===== src/rtl/soc_pkg.sv =====
// Shared definitions for the SoC IO bridge: register offsets, status bit
// positions and the UART serializer state encoding.
package soc_pkg;

    localparam logic [1:0] REG_LEDS        = 2'd0;
    localparam logic [1:0] REG_UART_DATA   = 2'd1;
    localparam logic [1:0] REG_UART_STATUS = 2'd2;
    localparam logic [1:0] REG_CYCLES      = 2'd3;

    localparam int ST_FULL  = 0;
    localparam int ST_EMPTY = 1;
    localparam int ST_BUSY  = 2;
    localparam int ST_OVF   = 3;

    typedef enum logic [1:0] {
        UART_IDLE,
        UART_START,
        UART_DATA,
        UART_STOP
    } uart_state_t;

endpackage


===== src/rtl/soc_uart_tx.sv =====
// Buffered 8N1 UART transmitter: circular TX FIFO, sticky overflow flag and
// a start/data/stop serializer with a registered output.
module soc_uart_tx
    import soc_pkg::*;
#(
    parameter int FIFO_DEPTH = 8,
    parameter int BAUD_DIV   = 104
) (
    input  logic       clk,
    input  logic       rst,
    input  logic       push,
    input  logic [7:0] push_data,
    input  logic       clr_ovf,
    output logic       full,
    output logic       empty,
    output logic       busy,
    output logic       ovf,
    output logic       uart_tx
);

    localparam int AW = $clog2(FIFO_DEPTH);
    localparam int CW = AW + 1;
    localparam int BW = (BAUD_DIV > 1) ? $clog2(BAUD_DIV) : 1;

    logic [7:0]    r_mem [FIFO_DEPTH];
    logic [AW-1:0] r_wptr, r_rptr;
    logic [CW-1:0] r_cnt;
    logic          r_ovf;

    uart_state_t   r_state, w_state_nxt;
    logic [BW-1:0] r_baud, w_baud_nxt;
    logic [2:0]    r_bit, w_bit_nxt;
    logic [7:0]    r_shift, w_shift_nxt;
    logic          r_tx, w_tx_nxt;
    logic          w_pop, w_push_ok, w_baud_last;

    assign full      = (r_cnt == CW'(FIFO_DEPTH));
    assign empty     = (r_cnt == '0);
    assign busy      = (r_state != UART_IDLE);
    assign ovf       = r_ovf;
    assign uart_tx   = r_tx;
    // Fullness is judged on the registered count, so a same-cycle pop never
    // makes room for the push.
    assign w_push_ok = push & ~full;

    always_ff @(posedge clk) begin
        if (w_push_ok) r_mem[r_wptr] <= push_data;
    end

    always_ff @(posedge clk) begin
        if (rst) begin
            r_wptr <= '0;
            r_rptr <= '0;
            r_cnt  <= '0;
            r_ovf  <= 1'b0;
        end else begin
            if (w_push_ok) r_wptr <= r_wptr + AW'(1);
            if (w_pop)     r_rptr <= r_rptr + AW'(1);
            case ({w_push_ok, w_pop})
                2'b10:   r_cnt <= r_cnt + CW'(1);
                2'b01:   r_cnt <= r_cnt - CW'(1);
                default: r_cnt <= r_cnt;
            endcase
            if (push && full) r_ovf <= 1'b1;
            else if (clr_ovf) r_ovf <= 1'b0;
        end
    end

    always_ff @(posedge clk) begin
        if (rst) begin
            r_state <= UART_IDLE;
            r_baud  <= '0;
            r_bit   <= '0;
            r_shift <= '0;
            r_tx    <= 1'b1;
        end else begin
            r_state <= w_state_nxt;
            r_baud  <= w_baud_nxt;
            r_bit   <= w_bit_nxt;
            r_shift <= w_shift_nxt;
            r_tx    <= w_tx_nxt;
        end
    end

    assign w_baud_last = (r_baud == BW'(BAUD_DIV - 1));

    // The line level is computed for the state being entered, so uart_tx
    // changes on the same edge as the state register.
    always_comb begin
        w_state_nxt = r_state;
        w_baud_nxt  = r_baud + BW'(1);
        w_bit_nxt   = r_bit;
        w_shift_nxt = r_shift;
        w_tx_nxt    = r_tx;
        w_pop       = 1'b0;
        case (r_state)
            UART_IDLE: begin
                w_baud_nxt = '0;
                w_tx_nxt   = 1'b1;
                if (!empty) begin
                    w_pop       = 1'b1;
                    w_shift_nxt = r_mem[r_rptr];
                    w_state_nxt = UART_START;
                    w_tx_nxt    = 1'b0;
                end
            end
            UART_START: begin
                if (w_baud_last) begin
                    w_baud_nxt  = '0;
                    w_bit_nxt   = 3'd0;
                    w_state_nxt = UART_DATA;
                    w_tx_nxt    = r_shift[0];
                end
            end
            UART_DATA: begin
                if (w_baud_last) begin
                    w_baud_nxt = '0;
                    if (r_bit == 3'd7) begin
                        w_state_nxt = UART_STOP;
                        w_tx_nxt    = 1'b1;
                    end else begin
                        w_shift_nxt = {1'b0, r_shift[7:1]};
                        w_bit_nxt   = r_bit + 3'd1;
                        w_tx_nxt    = r_shift[1];
                    end
                end
            end
            UART_STOP: begin
                if (w_baud_last) begin
                    w_baud_nxt  = '0;
                    w_state_nxt = UART_IDLE;
                    w_tx_nxt    = 1'b1;
                end
            end
            default: begin
                w_state_nxt = UART_IDLE;
                w_tx_nxt    = 1'b1;
            end
        endcase
    end

endmodule


===== src/rtl/soc_io_bridge.sv =====
// CPU-to-memory bridge: one address bit splits traffic between RAM and an IO
// page holding LEDs, a buffered UART transmitter and a cycle counter.
module soc_io_bridge
    import soc_pkg::*;
#(
    parameter int IO_BIT     = 22,
    parameter int LED_W      = 5,
    parameter int FIFO_DEPTH = 8,
    parameter int BAUD_DIV   = 104
) (
    input  logic             clk,
    input  logic             rst,
    input  logic [31:0]      mem_addr,
    input  logic             mem_rstrb,
    input  logic [31:0]      mem_wdata,
    input  logic [3:0]       mem_wmask,
    output logic [31:0]      mem_rdata,
    output logic             ram_rstrb,
    output logic [3:0]       ram_wmask,
    input  logic [31:0]      ram_rdata,
    output logic [LED_W-1:0] leds,
    output logic             uart_tx
);

    logic             w_io;
    logic [1:0]       w_off;
    logic             w_led_we, w_push, w_clr_ovf;
    logic             w_full, w_empty, w_busy, w_ovf;
    logic [31:0]      w_io_rval;
    logic [LED_W-1:0] r_leds;
    logic [31:0]      r_cycles;
    logic             r_io_sel;
    logic [31:0]      r_io_rdata;
    logic             w_unused;

    assign w_io      = mem_addr[IO_BIT];
    assign w_off     = mem_addr[3:2];
    assign ram_rstrb = mem_rstrb & ~w_io;
    assign ram_wmask = w_io ? 4'b0000 : mem_wmask;
    assign w_led_we  = w_io && (w_off == REG_LEDS);
    assign w_push    = w_io && (w_off == REG_UART_DATA) && mem_wmask[0];
    assign w_clr_ovf = w_io && (w_off == REG_UART_STATUS) && mem_wmask[0] && mem_wdata[3];
    assign w_unused  = &{1'b0, mem_addr, mem_wdata};

    soc_uart_tx #(
        .FIFO_DEPTH (FIFO_DEPTH),
        .BAUD_DIV   (BAUD_DIV)
    ) u_uart (
        .clk       (clk),
        .rst       (rst),
        .push      (w_push),
        .push_data (mem_wdata[7:0]),
        .clr_ovf   (w_clr_ovf),
        .full      (w_full),
        .empty     (w_empty),
        .busy      (w_busy),
        .ovf       (w_ovf),
        .uart_tx   (uart_tx)
    );

    always_comb begin
        w_io_rval = '0;
        case (w_off)
            REG_LEDS:        w_io_rval = 32'(r_leds);
            REG_UART_STATUS: begin
                w_io_rval[ST_FULL]  = w_full;
                w_io_rval[ST_EMPTY] = w_empty;
                w_io_rval[ST_BUSY]  = w_busy;
                w_io_rval[ST_OVF]   = w_ovf;
            end
            REG_CYCLES:      w_io_rval = r_cycles;
            default:         w_io_rval = '0;
        endcase
    end

    always_ff @(posedge clk) begin
        if (rst) begin
            r_leds     <= '0;
            r_cycles   <= '0;
            r_io_sel   <= 1'b0;
            r_io_rdata <= '0;
        end else begin
            r_cycles <= r_cycles + 32'd1;
            // LED bit i lives in byte lane i/8.
            for (int i = 0; i < LED_W; i++) begin
                if (w_led_we && mem_wmask[i/8]) r_leds[i] <= mem_wdata[i];
            end
            if (mem_rstrb) begin
                r_io_sel   <= w_io;
                r_io_rdata <= w_io_rval;
            end
        end
    end

    assign leds      = r_leds;
    assign mem_rdata = r_io_sel ? r_io_rdata : ram_rdata;

endmodule


===== config.mk =====
export PLATFORM = sky130hd
export DESIGN_NAME = soc_io_bridge
export DESIGN_NICKNAME = d
export VERILOG_FILES = /design/src/rtl/soc_pkg.sv /design/src/rtl/soc_uart_tx.sv /design/src/rtl/soc_io_bridge.sv
export SDC_FILE = /design/constraint.sdc
export NUM_CORES = 1
export LEC_CHECK = 0
export BUFFER_PORTS_ARGS = -buffer_cell sky130_fd_sc_hd__buf_2
export CAP_MARGIN = 20
export CORE_ASPECT_RATIO = 0.5
export CORE_MARGIN = 5
export CORE_UTILIZATION = 51
export DETAILED_ROUTE_END_ITERATION = 10
export PLACE_DENSITY = 0.75
export SLEW_MARGIN = 10
export SYNTH_ARGS = -nofsm -noshare
export SYNTH_HDL_FRONTEND = slang
export SYNTH_SLANG_ARGS = --single-unit

===== constraint.sdc =====
create_clock -name clk -period 6.03 [get_ports clk]
set_clock_uncertainty 0.2 [all_clocks]
set_input_delay 0.3015 -clock clk [delete_from_list [all_inputs] [get_ports clk]]
set_output_delay 0.3015 -clock clk [all_outputs]
set_load 0.05 [all_outputs]

**After elaboration in Yosys (flattened, before gate mapping)**

Memory sizes are Yosys's and may differ from the RTL's. A register that Yosys moved wholly into a read port is not among the register bits.
Index checks and enable logic that the tools add are counted.

- Bitwise gates (word level): 4
- Mux-type cells: 35
- Add/subtract/negate cells: 7
- Reduce and logical (&&, ||, !) cells: 21
- Eq/ne operators: 17

Operator list:

| cell | number |
|---|---|
| 28-bit case mux with 2 select lines | 1 |
| 32-bit by 1-bit adder with 32-bit output (second input constant) | 1 |
| 32-bit two-way mux | 1 |
| 8-bit two-way mux | 3 |
| 8-bit case mux with 2 select lines | 1 |
| 3-bit two-way mux | 5 |
| 7-bit case mux with 2 select lines | 1 |
| 4-bit case mux with 3 select lines | 1 |
| 1-bit two-way mux | 11 |
| 2-bit == test (second input constant) | 5 |
| 2-bit two-way mux | 5 |
| 2-bit nonzero test | 5 |
| 3-bit by 1-bit adder with 3-bit output (second input constant) | 3 |
| 1-bit logical AND | 8 |
| 2-bit by 1-bit != test with 1-bit output (second input constant) | 4 |
| 2-bit case mux with 4 select lines | 1 |
| 4-bit case mux with 2 select lines | 1 |
| 4-bit AND reduction | 2 |
| 7-bit by 1-bit adder with 7-bit output (second input constant) | 1 |
| 7-bit == test (second input constant) | 1 |
| 7-bit two-way mux | 1 |
| 2-bit by 1-bit == test with 1-bit output (second input constant) | 3 |
| 3-bit case mux with 2 select lines | 1 |
| 5-bit AND reduction | 1 |
| other kinds (13) | 17 |

- Flip-flop bits (word level): 102
- Memories kept: 1
- RAM bits: 64

Memory list:

| memory | depth | width | read ports | clocked after Yosys merged registers in | wr ports | RTL line | source |
|---|---|---|---|---|---|---|---|
| u_uart.r_mem | 8 | 8 | 1 | 1 | 1 | soc_uart_tx.sv:25 | `logic [7:0] r_mem [FIFO_DEPTH];` |

**Depth between registers and ports, before layout**

Gate-level depths: netlist of run 1.

- Depth after elaboration: 6
- Mapped depth: 12
- Gate-level depth less buffers: 11

**Modules after synthesis**

From an unflattened synthesis of run 1, not the netlist that was laid out.

- Cell total of the unflattened synthesis: 671
- Area total of the unflattened synthesis: 7553.5 µm²

Modules (own cells, without submodules):

| module | area an instance (µm²) | cells each | times used | sequential area each (µm²) |
|---|---|---|---|---|
| soc_uart_tx | 4116.4 | 285 | 1 | 2622.5 |
| soc_io_bridge | 3437.0 | 386 | 1 | 1401.3 |

**Least setup slack after synthesis of run 1**

No wires, ideal clock.

- Kind: flip-flop to flip-flop
- Start point: reg u_uart.r_cnt[1]
- End point: reg u_uart.r_cnt[2]
- Arrival time: 2471 ps
- Cell stages (with the launch flop): 12
- Buffers on the path: 2
- Path slack: 3289 ps
- Setup time: 70 ps
- Path through: dfxtp_1 > buf_2 > nor4b_1 > nand2b_1 > clkbuf_1 > ha_1 > xor2_1 > ha_1 > a21oi_1 > xor2_1 > or3_1 > a21oi_1

- Cells in the longest elaborated chain, start to end: 5
- Elaborated cells on any way between the ends: 12

RTL lines:

| what | RTL line | source |
|---|---|---|
| from (decl) | soc_uart_tx.sv:27 | `logic [CW-1:0] r_cnt;` |
| from (signal assigned) | soc_uart_tx.sv:60 | `2'b10: r_cnt <= r_cnt + CW'(1);` |
| from (signal assigned) | soc_uart_tx.sv:61 | `2'b01: r_cnt <= r_cnt - CW'(1);` |
| from (signal assigned) | soc_uart_tx.sv:62 | `default: r_cnt <= r_cnt;` |
| 4-bit zero test / 4-bit == test (equally long branches) | soc_uart_tx.sv:38, soc_uart_tx.sv:37 |  |
| 1-bit two-way mux / 1-bit NOT (equally long branches) | soc_uart_tx.sv:100, soc_uart_tx.sv:44 |  |
| 1-bit two-way mux / 1-bit bitwise AND (equally long branches) | soc_uart_tx.sv:96, soc_uart_tx.sv:44 |  |
| 2-bit by 1-bit == test with 1-bit output / 2-bit == test (equally long branches) | soc_uart_tx.sv:59 | `case ({w_push_ok, w_pop})` |
| 4-bit case mux with 2 select lines / 2-bit nonzero test (equally long branches) | n/a |  |

Several ways; a longest one is shown, not always the timed one.
A chain may end at the register's enable or synchronous reset.

**Worst setup path after layout of run 1**

- Start point: reg u_uart.r_cnt[0]
- End point: reg u_uart.r_cnt[2]

Same word-level chain as after synthesis.

==> impl_metrics.py, run 1 <==
metrics = {
    "outcome": {
        "run_status": "completed",
    },
    "die": {
        "die_area_sq_mm": 0.0171,
        "floorplan.core_area_sq_mm": 0.0143,
        "standard_cell_row_count": 31,
        "io_pins": 146,
        "floorplan.initialDensity": 0.514,
        "floorplan.die.height_microns": 94.9,
        "fp.dieW_microns": 180,
    },
    "worst_setup_path": {
        "reg2reg_depth": 9,
        "worstSetupStartpointType": "flip-flop",
        "critPathCaptureType": "flip-flop",
        "crit-reg2reg-capture": "u_uart.r_cnt[2]$_SDFFE_PP0P_",
        "timing.critical_path.required_ns": 6.17,
        "rrSetupSlack_ns": 2.98,
        "arrival_time_at_the_worst_endpoint_ns": 3.19,
        "kind_of_critical_path": "flip-flop to flip-flop",
        "r2r_start": "u_uart.r_cnt[0]$_SDFFE_PP0P_",
        "worstPathMaxFanout": 9,
    },
    "logic_synthesis": {
        "count_of_flip_flops_with_a_built_in_enable_after_synthesis": 64,
        "cell_variety_after_synth": 53,
        "synth.net_count": 773,
        "synthDominantAreaCellType": "sky130_fd_sc_hd__dfxtp_1",
        "ys_top_cells_by_area": "sky130_fd_sc_hd__dfxtp_1 29%, sky130_fd_sc_hd__edfxtp_1 26%, sky130_fd_sc_hd__mux2_2 5.1%, sky130_fd_sc_hd__mux4_2 4.9%, sky130_fd_sc_hd__a21oi_1 3.7%",
        "synthFlopType": "sky130_fd_sc_hd__dfxtp_1",
        "synth.cell_area_sq_mm": 0.00736,
        "ys_ff_latch": 169,
        "synthMostInstantiatedCell": "sky130_fd_sc_hd__dfxtp_1",
        "postSynthAreaPerCell_sq_um": 11.3,
        "synth_sequential_area_ratio": 0.547,
        "synth_async_sr_flop_share": 0,
        "synth_cells": 651,
        "ys_warn_count": 0,
        "netlist.area_leader.share": 0.286,
        "ys_top_cells_by_count": "105 x sky130_fd_sc_hd__dfxtp_1, 64 x sky130_fd_sc_hd__edfxtp_1, 55 x sky130_fd_sc_hd__a21oi_1, 45 x sky130_fd_sc_hd__nand2_1, 43 x sky130_fd_sc_hd__nor2_1",
    },
    "timing": {
        "setup_viol": 0,
        "remaining_max_slew_budget_at_the_tightest_pin": 0.344,
        "worst_slew_pin_slew_ns": 0.975,
        "timing.final.max_slew_violations": 0,
        "fmax_ghz": 0.328,
        "finalHoldViolCount": 0,
        "period_minus_slack_ns": 3.05,
        "setup_repair_after_global_routing_missed_its_margin": "false",
        "setup-tns-final_ns": 0,
        "timing.final.crit_share": 0.506,
    },
    "clocking": {
        "cts.root.buffer_cell": "sky130_fd_sc_hd__clkbuf_16",
        "clock_sinks": 169,
        "cts_htree_levels": 4,
        "cts-resized-gates": 0,
        "clk_latency_ns": 0.43,
        "cts_buffer_depth": 2,
        "clk_pin_slew_worst_paths_ns": 0.06,
        "cts_tree": "done",
        "cts_made_buffers": 17,
        "cts.repair_timing.setup_buffer_count": 0,
    },
    "routing": {
        "dr.max_layer_used": "met4",
        "drt_wl_total_microns": 15900,
        "wl_met2_microns": 8140,
        "violation_count_after_the_first_detailed_route_iteration": 464,
        "avgRoutedWirePerCell_microns": 16.6,
        "vias": 5397,
        "wirelength_met1_microns": 6960,
        "ant_nets": 0,
        "met3RoutedLength_microns": 645,
        "detailed_routing_iteration_count_for_the_pre_antenna_repair_pass": 5,
        "drt-vias-per-instance": 5.66,
        "route.detailed.drc": 0,
    },
    "global_route": {
        "grt_pass1_wl_microns": 25600,
        "grt_antenna_before_repair": 0,
        "grt_overflow": 0,
        "maximum_number_of_pins_on_one_net_before_global_route_repair": 98,
        "groute.usage.overall": 0.186,
        "first_global_vias": 5214,
    },
    "power": {
        "sw_frac_of_total": 0.300,
        "powerDensity_mw_per_mm2": 353,
        "pwr-share-clk": 0.353,
        "vdd_ir_drop_max_v": 0.000196,
        "cell_internal_pwr_mw": 2.15,
        "p_total_mw": 3.07,
        "fraction_of_power_consumed_by_sequential_logic": 0.430,
        "p_leak_nw": 3.13,
        "share_comb_of_total_power": 0.217,
        "power.net_switching_mw": 0.920,
    },
    "worst_hold_path": {
        "hold_path_startpoint": "mem_addr[22]",
        "min_delay_path_depth": 3,
        "timing.hold.worst.class": "input pin to flip-flop",
        "hold_end": "r_io_sel$_SDFFE_PP0P_",
    },
    "finish": {
        "drive_gt1_frac": 0.250,
        "antenna-diode-count": 0,
        "area_growth_syn_to_layout_pct": 18.1,
        "num-nets-final": 865,
        "utilization": 0.607,
    },
    "place": {
        "io_buffer_count": 92,
        "finalWeightedCongestion": 0.769,
        "dp.final_hpwl_microns": 9920,
    },
    "job": {
        "max_cap_violations": 0,
    },
}
## power groups by stage
stage / Combinational, mW / Clock (mW) / Sequential (mW)
4_1_cts: 0.646 / 1.08 / 1.32
2_1_floorplan: 0.494 / 0 / 1.32
5_1_grt: 0.729 / 1.14 / 1.33
3_3_place_gp: 0.609 / 0 / 1.34
6_report: 0.666 / 1.08 / 1.32
3_5_place_dp: 0.625 / 0 / 1.35
## critical path, stage by stage, from the launching register on
cell                       delay, ns
sky130_fd_sc_hd__dfxtp_1        0.38
sky130_fd_sc_hd__nor4b_1        0.64
sky130_fd_sc_hd__nand2b_1       0.41
sky130_fd_sc_hd__ha_1           0.33
sky130_fd_sc_hd__xor2_1         0.18
sky130_fd_sc_hd__ha_1           0.17
sky130_fd_sc_hd__a21oi_1        0.05
sky130_fd_sc_hd__xor2_1         0.16
sky130_fd_sc_hd__or3_1          0.31
sky130_fd_sc_hd__a21oi_1        0.15
## timing repair
item | in CTS | in global routing
setup endpoints to repair | 0 | 0
endpoints found under the hold margin | 64 | 0
hold buffers | 8 | 0
## how the worst max path moves through the flow
stage                                  from                           end  cells past startpoint  slack [ns]
2_1_floorplan  u_uart.r_cnt[1]$_SDFFE_PP0P_  u_uart.r_cnt[2]$_SDFFE_PP0P_                     11        3.29
3_3_place_gp   u_uart.r_cnt[0]$_SDFFE_PP0P_  u_uart.r_cnt[2]$_SDFFE_PP0P_                      9        3.11
3_5_place_dp   u_uart.r_cnt[1]$_SDFFE_PP0P_  u_uart.r_cnt[2]$_SDFFE_PP0P_                      9        3.02
4_1_cts        u_uart.r_cnt[0]$_SDFFE_PP0P_  u_uart.r_cnt[2]$_SDFFE_PP0P_                      9        2.99
5_1_grt        u_uart.r_cnt[0]$_SDFFE_PP0P_  u_uart.r_cnt[2]$_SDFFE_PP0P_                      9        2.74
6_report       u_uart.r_cnt[0]$_SDFFE_PP0P_  u_uart.r_cnt[2]$_SDFFE_PP0P_                      9        2.98
## kinds of logic (layout without fill, tap and decap cells)
family,Yosys count,count (layout),synth area share
fa+ha+maj,19,19,0.0323
simple gates,221,221,0.157
xor+xnor,24,24,0.0286
mux,58,58,0.112
buf+inv,51,156,0.0276
flops,169,169,0.547
compound gates,109,109,0.0959
## layer usage
metal / GRT usage / up-vias
li1: - / 2612
met1: 0.224 / 2648
met2: 0.343 / 124
met3: 0.0408 / 13
met4: 0.0494 / 0
met5: 0 / -
## flip-flops by register name (all words and copies together), names as in the netlist, named ones only
signal,count
leds,5
r_cycles,32
r_io_rdata,32
r_io_sel,1
u_uart.ovf,1
u_uart.r_baud,7
u_uart.r_bit,3
u_uart.r_cnt,4
u_uart.r_mem,64
u_uart.r_rptr,3
u_uart.r_shift,8
u_uart.r_state,2
u_uart.r_wptr,3
u_uart.uart_tx,1
## final cells by class
| class | count | area, sq um |
|---|---|---|
| clock inverter | 11 | 108 |
| tap | 198 | 248 |
| sequential | 169 | 4020 |
| clock buffer | 21 | 483 |
| fill | 1157 | 5630 |
| multi-input combinational | 431 | 3130 |
| inverter | 13 | 48.8 |
| timing repair buffer | 111 | 643 |
## layout by cell type, fill, tap and decap left out, types with 14 or more instances in the layout
cell type,netlist,routed
sky130_fd_sc_hd__dfxtp_1,105,105
sky130_fd_sc_hd__buf_2,3,92
sky130_fd_sc_hd__edfxtp_1,64,64
sky130_fd_sc_hd__a21oi_1,55,55
sky130_fd_sc_hd__nand2_1,45,45
sky130_fd_sc_hd__nor2_1,43,43
sky130_fd_sc_hd__nand3_1,39,39
sky130_fd_sc_hd__mux2_2,33,33
sky130_fd_sc_hd__clkbuf_16,0,19
sky130_fd_sc_hd__ha_1,19,18
sky130_fd_sc_hd__mux4_2,16,16
sky130_fd_sc_hd__xor2_1,14,14
## per-stage QoR
step | instances | setup WS (ns) | hold WS, ns | area [sq um]
after CTS | 953 | 2.99 | 0.0539 | 8660
final | 954 | 2.98 | 0.0615 | 8690
after global placement | 913 | 3.11 | 0.230 | 7990
after global routing | 954 | 2.74 | 0.0954 | 8690
after floorplan | 651 | 3.29 | 0.200 | 7360
after detailed placement | 913 | 3.02 | 0.242 | 7990
No activity file was read; power rests on OpenSTA's default activity.
==> run 2, diff against run 1 <==
Clock period 6.03 ns to 2.9 ns, I/O delays scaled along.
==> impl_metrics.py, run 2 (synthesis results as in run 1) <==
metrics = {
    "global_route": {
        "maximum_number_of_pins_on_one_net_before_global_route_repair": 73,
        "grt_overflow": 0,
        "grt_pass1_wl_microns": 25000,
        "groute.usage.overall": 0.183,
        "grt_antenna_before_repair": 0,
        "first_global_vias": 5086,
    },
    "worst_setup_path": {
        "cell_family_with_most_cp_delay": "adder cells",
        "timing.critical_path.cells": "inv_1 > ha_1 > o41ai_2 > inv_1 > ha_1 > xor2_1 > ha_1 > a21oi_1 > xor2_1 > or3_1 > a21oi_1",
        "worstPathMaxFanout": 5,
        "critical_path.n_buffers_inverters": 2,
        "timing.critical_path.required_ns": 3.05,
        "arrival_time_at_the_worst_endpoint_ns": 2.73,
        "crit_slowest_cell": "sky130_fd_sc_hd__dfxtp_1",
        "largest_stage_delay_on_the_critical_path_ns": 0.39,
        "timing.critical_path.mode_cell": "sky130_fd_sc_hd__ha_1",
        "worstSetupStartpointType": "flip-flop",
        "critPathCaptureType": "flip-flop",
        "kind_of_critical_path": "flip-flop to flip-flop",
    },
    "die": {
        "floorplan.die.height_microns": 94.9,
        "standard_cell_row_count": 31,
        "fp.dieW_microns": 180,
        "floorplan.initialDensity": 0.514,
        "floorplan.core_area_sq_mm": 0.0143,
        "io_pins": 146,
        "die_area_sq_mm": 0.0171,
    },
    "timing": {
        "fmax_ghz": 0.387,
        "setup-tns-final_ns": 0,
        "remaining_max_slew_budget_at_the_tightest_pin": 0.519,
        "timing.final.max_slew_violations": 0,
        "setup_viol": 0,
        "finalHoldViolCount": 0,
        "worst_slew_pin_slew_ns": 0.721,
        "timing.final.crit_share": 0.892,
        "period_minus_slack_ns": 2.59,
        "setup_repair_after_global_routing_missed_its_margin": "false",
    },
    "finish": {
        "num-nets-final": 881,
        "most_common_cell_after_layout_fill_and_taps_aside": "sky130_fd_sc_hd__dfxtp_1",
        "drive_gt1_frac": 0.263,
        "layout_common_cells": "105 x sky130_fd_sc_hd__dfxtp_1, 92 x sky130_fd_sc_hd__buf_2, 64 x sky130_fd_sc_hd__edfxtp_1",
        "largest_register_ffs": 64,
        "reg_top3": "u_uart.r_mem (64), r_cycles (32), r_io_rdata (32)",
        "max_flop_register": "u_uart.r_mem",
        "fin_cells": 970,
        "utilization": 0.613,
        "final_instance_area_sq_mm": 0.00877,
        "num-fill-cells": 1148,
        "area_growth_syn_to_layout_pct": 19.2,
        "antenna-diode-count": 0,
    },
    "routing": {
        "drt_wl_total_microns": 15200,
        "ant_nets": 0,
        "violation_count_after_the_first_detailed_route_iteration": 371,
        "detailed_routing_iteration_count_for_the_pre_antenna_repair_pass": 5,
        "vias": 5320,
        "route.detailed.drc": 0,
        "drt-vias-per-instance": 5.48,
        "avgRoutedWirePerCell_microns": 15.7,
    },
    "power": {
        "powerDensity_mw_per_mm2": 719,
        "p_total_mw": 6.31,
        "p_leak_nw": 3.20,
        "vdd_ir_drop_max_v": 0.000482,
    },
    "clocking": {
        "cts_htree_levels": 4,
        "cts.root.buffer_cell": "sky130_fd_sc_hd__clkbuf_16",
        "clock_sinks": 169,
        "clk_pin_slew_worst_paths_ns": 0.07,
        "cts_tree": "done",
        "cts_buffer_depth": 2,
        "cts-resized-gates": 0,
        "cts_made_buffers": 17,
        "clk_latency_ns": 0.43,
    },
    "worst_hold_path": {
        "timing.hold.worst.class": "input pin to flip-flop",
    },
    "outcome": {
        "run_status": "completed",
    },
    "place": {
        "dp.final_hpwl_microns": 9920,
        "placed_cells": 927,
        "dpl-instance-area_sq_mm": 0.00810,
        "io_buffer_count": 92,
        "finalWeightedCongestion": 0.771,
    },
    "job": {
        "max_cap_violations": 0,
    },
}
## run 2: cell types whose count changed in the layout (fill, tap and decap cells not counted), moves of 2 or more
cell	change
sky130_fd_sc_hd__dlygate4sd3_1	+3
sky130_fd_sc_hd__inv_8	+5
sky130_fd_sc_hd__clkbuf_16	-2
sky130_fd_sc_hd__buf_4	+14
sky130_fd_sc_hd__clkinv_4	+2
sky130_fd_sc_hd__clkbuf_1	-2
## run 2: layout make-up
cell class / instances / area (sq um) / area share
well taps: 198 / 248 / 0.0282
inverters: 13 / 48.8 / 0.00556
flip-flops and latches: 169 / 4020 / 0.459
clock buffers: 17 / 425 / 0.0485
clock inverters: 15 / 136 / 0.0156
multi-input cells: 431 / 3140 / 0.358
repair buffers: 127 / 751 / 0.0856
## run 2: tightest hold or removal path, cell delays in order
cell	delay, ns
sky130_fd_sc_hd__buf_2	0.09
sky130_fd_sc_hd__buf_4	0.23
sky130_fd_sc_hd__nand3_1	0.10
sky130_fd_sc_hd__a21oi_1	0.06
## run 2: path summary, 6_finish.rpt
check                                                    start                      endpoint  slack, ns  cells past startpoint
worst max-delay path            u_uart.r_state[1]$_SDFFE_PP0P_  u_uart.r_cnt[2]$_SDFFE_PP0P_       0.31                     11
worst min-delay path                                 mem_rstrb   r_io_rdata[13]$_SDFFE_PP0P_       0.05                      4
worst max register to register  u_uart.r_state[1]$_SDFFE_PP0P_  u_uart.r_cnt[2]$_SDFFE_PP0P_       0.31                     11
worst min register to register     u_uart.r_baud[0]$_SDFF_PP0_   u_uart.r_baud[0]$_SDFF_PP0_       0.25                      1
## run 2: layer usage
metal,wire [microns],global-route usage,share of wire
met5,0,0,0
met4,148,0.0526,0.0097
met3,615,0.0427,0.040
met2,7500,0.316,0.49
met1,6970,0.233,0.46
## run 2: report_power, final
part           total, mW  switching, mW  internal (mW)
clock               2.15           1.01           1.13
sequential          2.72          0.122           2.60
combinational       1.44          0.822          0.621
## run 2: through the flow
step / hold WS (ns) / setup WS (ns)
after global placement: 0.211 / 0.478
after detailed placement: 0.224 / 0.347
after floorplan: 0.0439 / 0.159
after global routing: 0.0701 / 0.182
final: 0.0527 / 0.315
after CTS: 0.0422 / 0.314
## run 2: repair_timing
item | 4_1_cts | 5_1_grt
hold endpoints to repair | 79 | 0
buffers inserted | 0 | 0
hold buffers | 11 | 0
endpoints found under the setup margin | 0 | 0
